**src/rtl/seg_scan_driver.sv**
```systemverilog
// Time-multiplexed common-anode seven-segment scanner with per-scan input
// snapshot, leading-zero blanking, per-digit blink and a dead cycle per slot.
module seg_scan_driver #(
    parameter int NUM_DIGITS  = 4,
    parameter int REFRESH_DIV = 100000,
    parameter int BLINK_SCANS = 64
) (
    input  logic                    clk,
    input  logic                    rst_n,
    input  logic [5*NUM_DIGITS-1:0] digits,
    input  logic [NUM_DIGITS-1:0]   dp,
    input  logic [NUM_DIGITS-1:0]   blink,
    input  logic                    lz_blank,
    output logic [NUM_DIGITS-1:0]   an,
    output logic [6:0]              seg,
    output logic                    dp_n,
    output logic                    scan_done
);

    localparam int CNT_W  = (REFRESH_DIV > 1) ? $clog2(REFRESH_DIV) : 1;
    localparam int IDX_W  = (NUM_DIGITS > 1) ? $clog2(NUM_DIGITS) : 1;
    localparam int BCNT_W = (BLINK_SCANS > 1) ? $clog2(BLINK_SCANS) : 1;
    localparam logic [CNT_W-1:0]  CNT_MAX  = CNT_W'(REFRESH_DIV - 1);
    localparam logic [IDX_W-1:0]  IDX_MAX  = IDX_W'(NUM_DIGITS - 1);
    localparam logic [BCNT_W-1:0] BCNT_MAX = BCNT_W'(BLINK_SCANS - 1);

    function automatic logic [6:0] decode(input logic [4:0] code);
        logic [6:0] s;
        case (code)
            5'd0:    s = 7'b0000001;
            5'd1:    s = 7'b1001111;
            5'd2:    s = 7'b0010010;
            5'd3:    s = 7'b0000110;
            5'd4:    s = 7'b1001100;
            5'd5:    s = 7'b0100100;
            5'd6:    s = 7'b0100000;
            5'd7:    s = 7'b0001111;
            5'd8:    s = 7'b0000000;
            5'd9:    s = 7'b0000100;
            5'd10:   s = 7'b0001000;
            5'd11:   s = 7'b1100000;
            5'd12:   s = 7'b0110001;
            5'd13:   s = 7'b1000010;
            5'd14:   s = 7'b0110000;
            5'd15:   s = 7'b0111000;
            5'd17:   s = 7'b1111110;
            default: s = 7'b1111111;
        endcase
        return s;
    endfunction

    logic [CNT_W-1:0]        cnt_q, cnt_d;
    logic [IDX_W-1:0]        idx_q, idx_d;
    logic [BCNT_W-1:0]       bcnt_q, bcnt_d;
    logic                    bphase_q, bphase_d;
    logic [5*NUM_DIGITS-1:0] snap_codes_q, snap_codes_d;
    logic [NUM_DIGITS-1:0]   snap_dp_q, snap_dp_d;
    logic [NUM_DIGITS-1:0]   snap_blink_q, snap_blink_d;
    logic                    snap_lz_q, snap_lz_d;
    logic [NUM_DIGITS-1:0]   an_q, an_d;
    logic [6:0]              seg_q, seg_d;
    logic                    dp_n_q, dp_n_d;
    logic                    scan_done_q, scan_done_d;

    logic                    cnt_wrap;
    logic                    scan_end;
    logic                    zero_run;
    logic [NUM_DIGITS-1:0]   lz_mask;
    logic [4:0]              sel_code;
    logic                    sel_dp;
    logic                    sel_blink;
    logic                    sel_lz;

    always_comb begin
        cnt_wrap     = (cnt_q == CNT_MAX);
        scan_end     = cnt_wrap && (idx_q == IDX_MAX);
        cnt_d        = cnt_wrap ? '0 : cnt_q + CNT_W'(1);
        idx_d        = idx_q;
        bcnt_d       = bcnt_q;
        bphase_d     = bphase_q;
        snap_codes_d = snap_codes_q;
        snap_dp_d    = snap_dp_q;
        snap_blink_d = snap_blink_q;
        snap_lz_d    = snap_lz_q;
        scan_done_d  = scan_end;

        if (cnt_wrap) begin
            idx_d = (idx_q == IDX_MAX) ? '0 : idx_q + IDX_W'(1);
        end
        // Inputs are only ever sampled at the scan boundary
        if (scan_end) begin
            snap_codes_d = digits;
            snap_dp_d    = dp;
            snap_blink_d = blink;
            snap_lz_d    = lz_blank;
            if (bcnt_q == BCNT_MAX) begin
                bcnt_d   = '0;
                bphase_d = ~bphase_q;
            end else begin
                bcnt_d   = bcnt_q + BCNT_W'(1);
            end
        end

        // A run of zero codes from the most significant digit down; digit 0 is exempt
        zero_run = 1'b1;
        lz_mask  = '0;
        for (int i = NUM_DIGITS - 1; i >= 0; i--) begin
            zero_run   = zero_run && (snap_codes_q[5*i +: 5] == 5'd0);
            lz_mask[i] = snap_lz_q && zero_run && (i != 0);
        end

        sel_code  = 5'd16;
        sel_dp    = 1'b0;
        sel_blink = 1'b0;
        sel_lz    = 1'b0;
        for (int i = 0; i < NUM_DIGITS; i++) begin
            if (idx_q == IDX_W'(i)) begin
                sel_code  = snap_codes_q[5*i +: 5];
                sel_dp    = snap_dp_q[i];
                sel_blink = snap_blink_q[i];
                sel_lz    = lz_mask[i];
            end
        end

        an_d   = '1;
        seg_d  = 7'b1111111;
        dp_n_d = 1'b1;
        if (cnt_q != '0) begin
            for (int i = 0; i < NUM_DIGITS; i++) begin
                an_d[i] = (idx_q != IDX_W'(i));
            end
            if (sel_blink && bphase_q) begin
                seg_d  = 7'b1111111;
                dp_n_d = 1'b1;
            end else if (sel_lz) begin
                seg_d  = 7'b1111111;
                dp_n_d = ~sel_dp;
            end else begin
                seg_d  = decode(sel_code);
                dp_n_d = ~sel_dp;
            end
        end
    end

    always_ff @(posedge clk or negedge rst_n) begin
        if (!rst_n) begin
            cnt_q        <= '0;
            idx_q        <= '0;
            bcnt_q       <= '0;
            bphase_q     <= 1'b0;
            snap_codes_q <= {NUM_DIGITS{5'd16}};
            snap_dp_q    <= '0;
            snap_blink_q <= '0;
            snap_lz_q    <= 1'b0;
            an_q         <= '1;
            seg_q        <= 7'b1111111;
            dp_n_q       <= 1'b1;
            scan_done_q  <= 1'b0;
        end else begin
            cnt_q        <= cnt_d;
            idx_q        <= idx_d;
            bcnt_q       <= bcnt_d;
            bphase_q     <= bphase_d;
            snap_codes_q <= snap_codes_d;
            snap_dp_q    <= snap_dp_d;
            snap_blink_q <= snap_blink_d;
            snap_lz_q    <= snap_lz_d;
            an_q         <= an_d;
            seg_q        <= seg_d;
            dp_n_q       <= dp_n_d;
            scan_done_q  <= scan_done_d;
        end
    end

    assign an        = an_q;
    assign seg       = seg_q;
    assign dp_n      = dp_n_q;
    assign scan_done = scan_done_q;

endmodule

```
**config.mk**
```make
export PLATFORM = sky130hd
export DESIGN_NAME = seg_scan_driver
export DESIGN_NICKNAME = d
export VERILOG_FILES = /design/src/rtl/seg_scan_driver.sv
export SDC_FILE = /design/constraint.sdc
export NUM_CORES = 1
export LEC_CHECK = 0
export BUFFER_PORTS_ARGS = -buffer_cell sky130_fd_sc_hd__buf_2
export CAP_MARGIN = 20
export CORE_MARGIN = 10
export CORE_UTILIZATION = 58
export CTS_CLUSTER_SIZE = 14
export DETAILED_ROUTE_END_ITERATION = 12
export PLACE_DENSITY = 0.8
export SETUP_SLACK_MARGIN = 0.15
export SLEW_MARGIN = 10
export SYNTH_ARGS = -nofsm -noshare
export SYNTH_HDL_FRONTEND = slang
export SYNTH_SLANG_ARGS = --single-unit
```
**constraint.sdc**
```tcl
create_clock -name clk -period 3 [get_ports clk]
set_clock_uncertainty 0.1 [all_clocks]
set_input_delay 0.3 -clock clk [delete_from_list [all_inputs] [get_ports clk]]
set_output_delay 0.3 -clock clk [all_outputs]
set_load 0.005 [all_outputs]
```
Yosys cells after proc, flatten, opt, wreduce, memory -nomap -nowiden:

Memory sizes are Yosys's and may differ from the RTL's.
Cells that the tools add are included.
W data, S select, Z words.

* memories: 1
* flip-flop bits (word level): 68
* input port bits: 31
* bits in read-only memories: 224
* word-level logic and storage cells: 64

* reductions and logical operators: 14
* bitwise gates (word level): 2
* add/sub/neg operators: 3
* equal/unequal tests: 8
* muxes and demuxes: 24

Memory list
* (no name shown): words 32, width 7, read ports 1, clocked after memory_dff 0, wr ports 0, line 29 `case (code)`

Operators with widths (count)
* $mux W7: 3
* $mux W5: 4
* $add A17 B1 Y17 const B: 1
* $eq A17 B17 Y1 const B: 1
* $mux W17: 1
* $reduce_bool A17 Y1: 1
* $logic_not A5 Y1: 3
* $mux W1: 13
* $logic_and A1 B1 Y1: 7
* $add A6 B1 Y6 const B: 1
* $eq A6 B6 Y1 const B: 1
* $mux W6: 1
* $eq A2 B2 Y1 const B: 2
* $mux W4: 1
* $ne A2 B2 Y1 const B: 2
* $add A2 B1 Y2 const B: 1
* $eq A2 B1 Y1 const B: 1
* $logic_not A2 Y1: 1
* $mux W2: 1
* $ne A2 B1 Y1 const B: 1
* $not A1 Y1: 2
* $reduce_and A2 Y1: 1
* $reduce_bool A2 Y1: 1

Depth between registers and ports, before layout:

Gate-level depths: netlist of the first run.

* depth in word-level cells: 10
* gate-level depth with buffers: 12
* depth with buffers taken out: 10

Worst setup path after synthesis of the first run:

Ideal clock, no wire load.

* path kind: register -> register
* from: register idx_q[0]
* to: register seg_q[0] (netlist: seg[0])
* buffers on the path: 2
* library setup time: 0.091 ns
* slack: 0.583 ns
* cell stages (with the launch flop): 13
* arrival time: 2.226 ns
* path through: dfrtp_1 -> inv_1 -> ha_1 -> buf_4 -> or2_1 -> clkbuf_1 -> a221o_1 -> and2_1 -> inv_1 -> ha_1 -> o221ai_1 -> mux2i_1 -> o211ai_1

* cells in the longest elaborated chain, start to end: 9
* elaborated cells on any way between the ends: 20
* classes of those cells: 3 x eq/ne; 14 x mux; 2 x reduce/logical; 1 x memory

Ends and longest elaborated chain
* start, declared: line 53 `logic [IDX_W-1:0] idx_q, idx_d;`
* start signal, assigned: line 161 `idx_q <= idx_d;`
* $logic_not A2 Y1: line 117 `if (idx_q == IDX_W'(i)) begin`
* $mux W5 (4 in a row): line 117
* $mem_v2 Z32 W7
* $mux W7: line 135 `end else if (sel_lz) begin`
* $mux W7 (*): line 132 `if (sel_blink && bphase_q) begin`
* $mux W7 (*): line 128 `if (cnt_q != '0) begin`
* via seg_d[0]: line 61 `logic [6:0] seg_q, seg_d;`
* end signal, assigned: line 169 `seg_q <= seg_d;`
* end, declared: line 61

The timed path passes the listed nets; every way through them passes the cells marked *.
A chain may end at the register's enable or synchronous reset.

Worst setup path in the final report of the first run:

Ends and elaborated chain as after synthesis.

==> flow_summary.ini, run 1 <==
[timing]
worst_pin_slew_ps = 812
whs_ps = 41.7
setup_viol = 0
final-max-slew-violation-count = 0
rsz0062_at_grt = no
tns_ps = 0
hold_viol_final = 0
slew_headroom = 0.459
clock.fmax_mhz = 373
worst_slack_ps = 318
period_needed_ps = 2680
fin_crit_sh = 0.894

[critical_path]
crit_chain = inv_1, ha_1, or2_1, a221o_1, and2_1, inv_1, ha_2, o221ai_1, mux2i_1, o211ai_1
r2r_slack_ps = 320
worst_path_dominant_cell_family = adder cells
crit_buf_inv = 2
crit_arrival_ps = 2830
cp_slowest_cell = dfrtp_1
reg2reg_to = seg[0]$_DFF_PN1_
r2r_cells = 10
path_max_fanout = 10
critPathCaptureType = flip-flop
cp_common_cell = inv_1
startpoint = idx_q[0]$_DFFE_PN0N_
r2r_start = idx_q[0]$_DFFE_PN0N_
critPathMaxStageDelay_ps = 380
crit_type = flip-flop to flip-flop
worstPathRequired_ps = 3150
startpoint_type = flip-flop

[place]
gp_congestion = 0.907
postPlaceCellArea_mm2 = 0.00379
pre_cts_ws_ps = 361
dp_hpwl_mm = 5.40
port_buffers = 43
place_inst = 413

[floorplanning]
die_width_um = 97.9
die_area_mm2 = 0.00958
io_pins = 44
num_rows = 28
start_util = 0.594
design.core.area_mm2 = 0.00592
dieHeight_um = 97.9

[flow_run]
cap_violations = 0

[synth]
ys.flop_type = dfrtp_1
syn_nets = 344
ys_types = 54
synth_largest_area_cell = dfrtp_1
synthTopCellsByArea = dfrtp_1, dfstp_2, mux2_4, ha_1, xnor2_1
syn_inst = 300
synth_top_area_share = 0.370
ys_seq_area_frac = 0.490
ys_warn_count = 0
synth_seq_cells = 68
async_flop_share = 1.00
synth_area_per_cell_um2 = 11.7
synth_edf_count = 0
netlist_area_mm2 = 0.00352

[grt]
grt_pass1_vias = 2593
grt_pass1_wl_mm = 12.8
grt_max_degree = 69
track_usage = 0.161
antenna_found_initial = 0
grt-ovfl-total = 0

[power_and_ir_drop]
total_power_mw = 1.80
powerDensity_mw_per_mm2 = 452
p_leak_nw = 1.91
ir_drop_mv = 0.331

[clocking]
cts.reportedPaths.clkPinSlew_ps = 70
cts_max_path_buffers = 2
clock_tree.root_cell = clkbuf_8
cts_sinks = 68
h-tree-depth = 3
cts_tree = yes
clock_latency_ps = 340
ctsHoldBuffers = 0
cts_buffers = 9

[routing]
first_pass_iters = 4
vias_per_cell = 5.80
drtIter0Drc = 153
route.detailed.drc = 0
wl_per_cell_um = 17.6
drt_wl_total_mm = 7.53
ant_nets = 0
num_vias = 2481

[cells_and_area]
seq_area_mm2 = 0.00172
fillers = 442
stdcell_count = 428
multi_input_area_mm2 = 0.00167
final_area_mm2 = 0.00399
drive_gt1_frac = 0.343
n_antenna_cell = 0
utilization = 0.675
area_growth_pct = 13.6
final_nets = 393

[hold_path]
hp-class = primary input to async pin

[outcome]
status = finished clean
worst max path at each step:
| stage | end | slack (ps) | depth (start not counted) |
|---|---|---|---|
| 2_1_floorplan | seg[0]$_DFF_PN1_ | 580 | 12 |
| 3_3_place_gp | seg[0]$_DFF_PN1_ | 530 | 10 |
| 3_5_place_dp | seg[0]$_DFF_PN1_ | 360 | 10 |
| 4_1_cts | seg[0]$_DFF_PN1_ | 300 | 10 |
| 5_1_grt | seg[0]$_DFF_PN1_ | 170 | 10 |
| 6_report | seg[0]$_DFF_PN1_ | 320 | 10 |
cell usage after synthesis (all sizes together), types with 3 or more instances:
cell and n:
dfrtp 52, mux2 28, nand2 23, nor2 21
nand3 18, dfstp 16, ha 13, inv 13
nor3 11, xnor2 10, xor2 10, buf 8
o21ai 8, nor4 6, a221oi 5, and3 5
mux2i 4, nand2b 4, o221ai 4, a221o 3
nand4 3, nor2b 3, o211ai 3, o22a 3
or3 3
state kept, by name (all words and copies together), names as in the netlist:
register / cells
idx_q: 2
scan_done: 1
snap_blink_q: 4
dp_n: 1
cnt_q: 17
snap_codes_q: 20
an: 4
seg: 7
snap_dp_q: 4
bphase_q: 1
bcnt_q: 6
snap_lz_q: 1
worst register-to-register path, stage by stage, from the launching register on:
cell and delay (ps):
dfrtp_1 380, inv_1 100, ha_1 310, or2_1 330
a221o_1 300, and2_1 200, inv_1 160, ha_2 280
o221ai_1 140, mux2i_1 190, o211ai_1 120
per-layer routing:
metal  GRT usage  vias up  wire length [um]
li1            -     1169                 -
met1       0.209     1210              3450
met2       0.249       88              3520
met3      0.0366       14               434
met4      0.0705        0               120
met5           0        -                 0
final cells by class:
type | count | area share
clock buffers | 13 | 0.0398
inverters | 13 | 0.0122
clock inverters | 2 | 0.00877
flip-flops and latches | 68 | 0.431
repair buffers | 48 | 0.0664
multi-input cells | 209 | 0.418
well taps | 75 | 0.0235
power by group:
part           total, mW  switching [mW]  internal (mW)
clock network      0.738           0.314          0.424
registers          0.957          0.0178          0.939
logic              0.108          0.0537         0.0545
total               1.80           0.385           1.42
placed cells by master, fill, tap and decap left out, types with 3 or more instances in the layout:
cell type | synthesis | layout
inv_1 | 13 | 13
a221oi_1 | 5 | 5
mux2i_1 | 4 | 4
nor3_1 | 9 | 9
nand2_1 | 22 | 22
o221ai_1 | 4 | 4
nand2b_1 | 4 | 4
dfstp_2 | 16 | 16
o21ai_0 | 8 | 8
a221o_1 | 3 | 3
buf_4 | 2 | 4
and3_1 | 4 | 4
xnor2_1 | 10 | 10
clkbuf_8 | 1 | 11
mux2_4 | 27 | 27
nand4_1 | 3 | 3
xor2_1 | 10 | 10
nor4_1 | 4 | 4
dfrtp_1 | 52 | 52
ha_1 | 13 | 12
nand3_1 | 17 | 17
nor2_1 | 20 | 20
buf_2 | 3 | 43
o211ai_1 | 3 | 3
o22a_1 | 3 | 3
cells by family after synthesis:
| kind of cell | count (synthesis) | synth area share |
|---|---|---|
| compound gates | 40 | 0.0857 |
| xor+xnor | 20 | 0.0498 |
| fa+ha+maj | 13 | 0.0462 |
| buf+inv | 23 | 0.0370 |
| flops | 68 | 0.490 |
| mux | 32 | 0.130 |
| simple gates | 104 | 0.162 |
repair_timing:
item | 4_1_cts | 5_1_grt
endpoints found under the setup margin | 0 | 6
buffers inserted | 0 | 0
gates resized for setup | 0 | 2
No activity file was read; power rests on OpenSTA's default activity.
==> inputs of run 2 (changes only) <==
- CORE_MARGIN: 10 -> 4
==> run 2 against run 1 <==
Routed wire length shrank 7.5%. Sequential cell count unchanged. Largest cell class unchanged. Clock-buffer cell count fell by 1. Fmax rose by 2.9%. Setup slack improved by 74 ps. Via count decreased by 1.2%. Clock power increased by 12%. Power increased by 4.5%.
==> flow_summary.ini, run 2 (same netlist as run 1, synthesis figures left out) <==
[cells_and_area]
fillers = 434
regMostFlops = snap_codes_q
final_nets = 395
final_cell_mix = dfrtp_1, buf_2, mux2_4
final_common_cell = dfrtp_1
drive_gt1_frac = 0.343
area_growth_pct = 14.2
n_antenna_cell = 0
largest_register_ffs = 20

[flow_run]
cap_violations = 0

[floorplanning]
design.core.area_mm2 = 0.00589
io_pins = 44
die_area_mm2 = 0.00737
num_rows = 28
start_util = 0.598
die_width_um = 85.9
dieHeight_um = 85.9

[power_and_ir_drop]
powerDensity_mw_per_mm2 = 470
ir_drop_mv = 0.441
p_leak_nw = 1.91
total_power_mw = 1.89

[timing]
worst_slack_ps = 392
clock.fmax_mhz = 383
rsz0062_at_grt = no
tns_ps = 0
worst_pin_slew_ps = 824
final-max-slew-violation-count = 0
fin_crit_sh = 0.869
period_needed_ps = 2610
hold_viol_final = 0
slew_headroom = 0.451
setup_viol = 0

[clocking]
cts_setup_buffers = 0
cts.reportedPaths.clkPinSlew_ps = 70
cts_buffers = 9
cts_tree = yes
clock_tree.root_cell = clkbuf_8
cts_sinks = 68
cts_max_path_buffers = 2
cts_resized = 0
h-tree-depth = 3
ctsHoldBuffers = 0
clock_latency_ps = 340

[grt]
grt_pass1_vias = 2423
grt-ovfl-total = 0
grt_pass1_wl_mm = 11.7
grt_max_degree = 69
antenna_found_initial = 0
track_usage = 0.203

[critical_path]
critPathCaptureType = flip-flop
crit_type = flip-flop to flip-flop
path_max_fanout = 10
startpoint_type = flip-flop
worstPathRequired_ps = 3160
crit_arrival_ps = 2770
r2r_cells = 10

[place]
dp_hpwl_mm = 5.00
port_buffers = 43
pre_cts_ws_ps = 430
gp_congestion = 0.857

[routing]
drtIter0Drc = 118
wl_per_cell_um = 16.2
vias_per_cell = 5.69
route.detailed.drc = 0
ant_nets = 0
drt_wl_total_mm = 6.97
num_vias = 2452
first_pass_iters = 4

[outcome]
status = finished clean

[hold_path]
hp-class = primary input to async pin
-- run 2: metal layers --
layer	share of wire	wire [um]	track usage
met1	0.46	3210	0.268
met2	0.47	3250	0.325
met3	0.057	400	0.0538
met4	0.015	103	0.0719
met5	0	0	0
-- run 2: layout make-up --
class | count | area (um^2) | area share
multi-input cells | 209 | 1670 | 0.415
flip-flops and latches | 68 | 1720 | 0.429
well taps | 75 | 93.8 | 0.0234
clock inverters | 4 | 72.6 | 0.0181
inverters | 13 | 48.8 | 0.0122
clock buffers | 12 | 145 | 0.0361
repair buffers | 50 | 268 | 0.0667
-- run 2: final timing paths --
check | startpoint | endpoint | slack [ps]
max | idx_q[0]$_DFFE_PN0N_ | seg[0]$_DFF_PN1_ | 390
min | rst_n | snap_dp_q[0]$_DFFE_PN0P_ | 30
min in group clk | dp[2] | snap_dp_q[2]$_DFFE_PN0P_ | 90
max reg2reg | idx_q[0]$_DFFE_PN0N_ | seg[0]$_DFF_PN1_ | 390
max in group asynchronous | rst_n | bcnt_q[1]$_DFFE_PN0P_ | 2220
min reg2reg | bcnt_q[2]$_DFFE_PN0P_ | bcnt_q[2]$_DFFE_PN0P_ | 390
-- run 2: power by group --
| group | leakage, nW | switching, mW | internal, mW |
|---|---|---|---|
| combinational | 0.985 | 0.0520 | 0.0540 |
| sequential | 0.822 | 0.0169 | 0.939 |
| clock | 0.107 | 0.333 | 0.490 |
| total | 1.91 | 0.402 | 1.48 |
-- run 2: critical path, cell delays in order (launching register included) --
cell      delay (ps)
dfrtp_1          380
inv_1            100
ha_1             310
or2_1            330
a221o_1          300
and2_1           200
inv_1            120
ha_1             260
o221ai_1         150
mux2i_1          160
o211ai_1         100
-- run 2: per-stage QoR --
stage | hold WS (ps) | cell area (um^2) | std cells | util
floorplan | -95.6 | 3520 | 300 | -
global placement | 376 | 3800 | 415 | 0.645
detailed placement | 382 | 3800 | 415 | 0.645
CTS | 65.4 | 4020 | 431 | 0.682
global route | 81.5 | 4020 | 431 | 0.682
finish | 34.9 | 4020 | 431 | 0.682
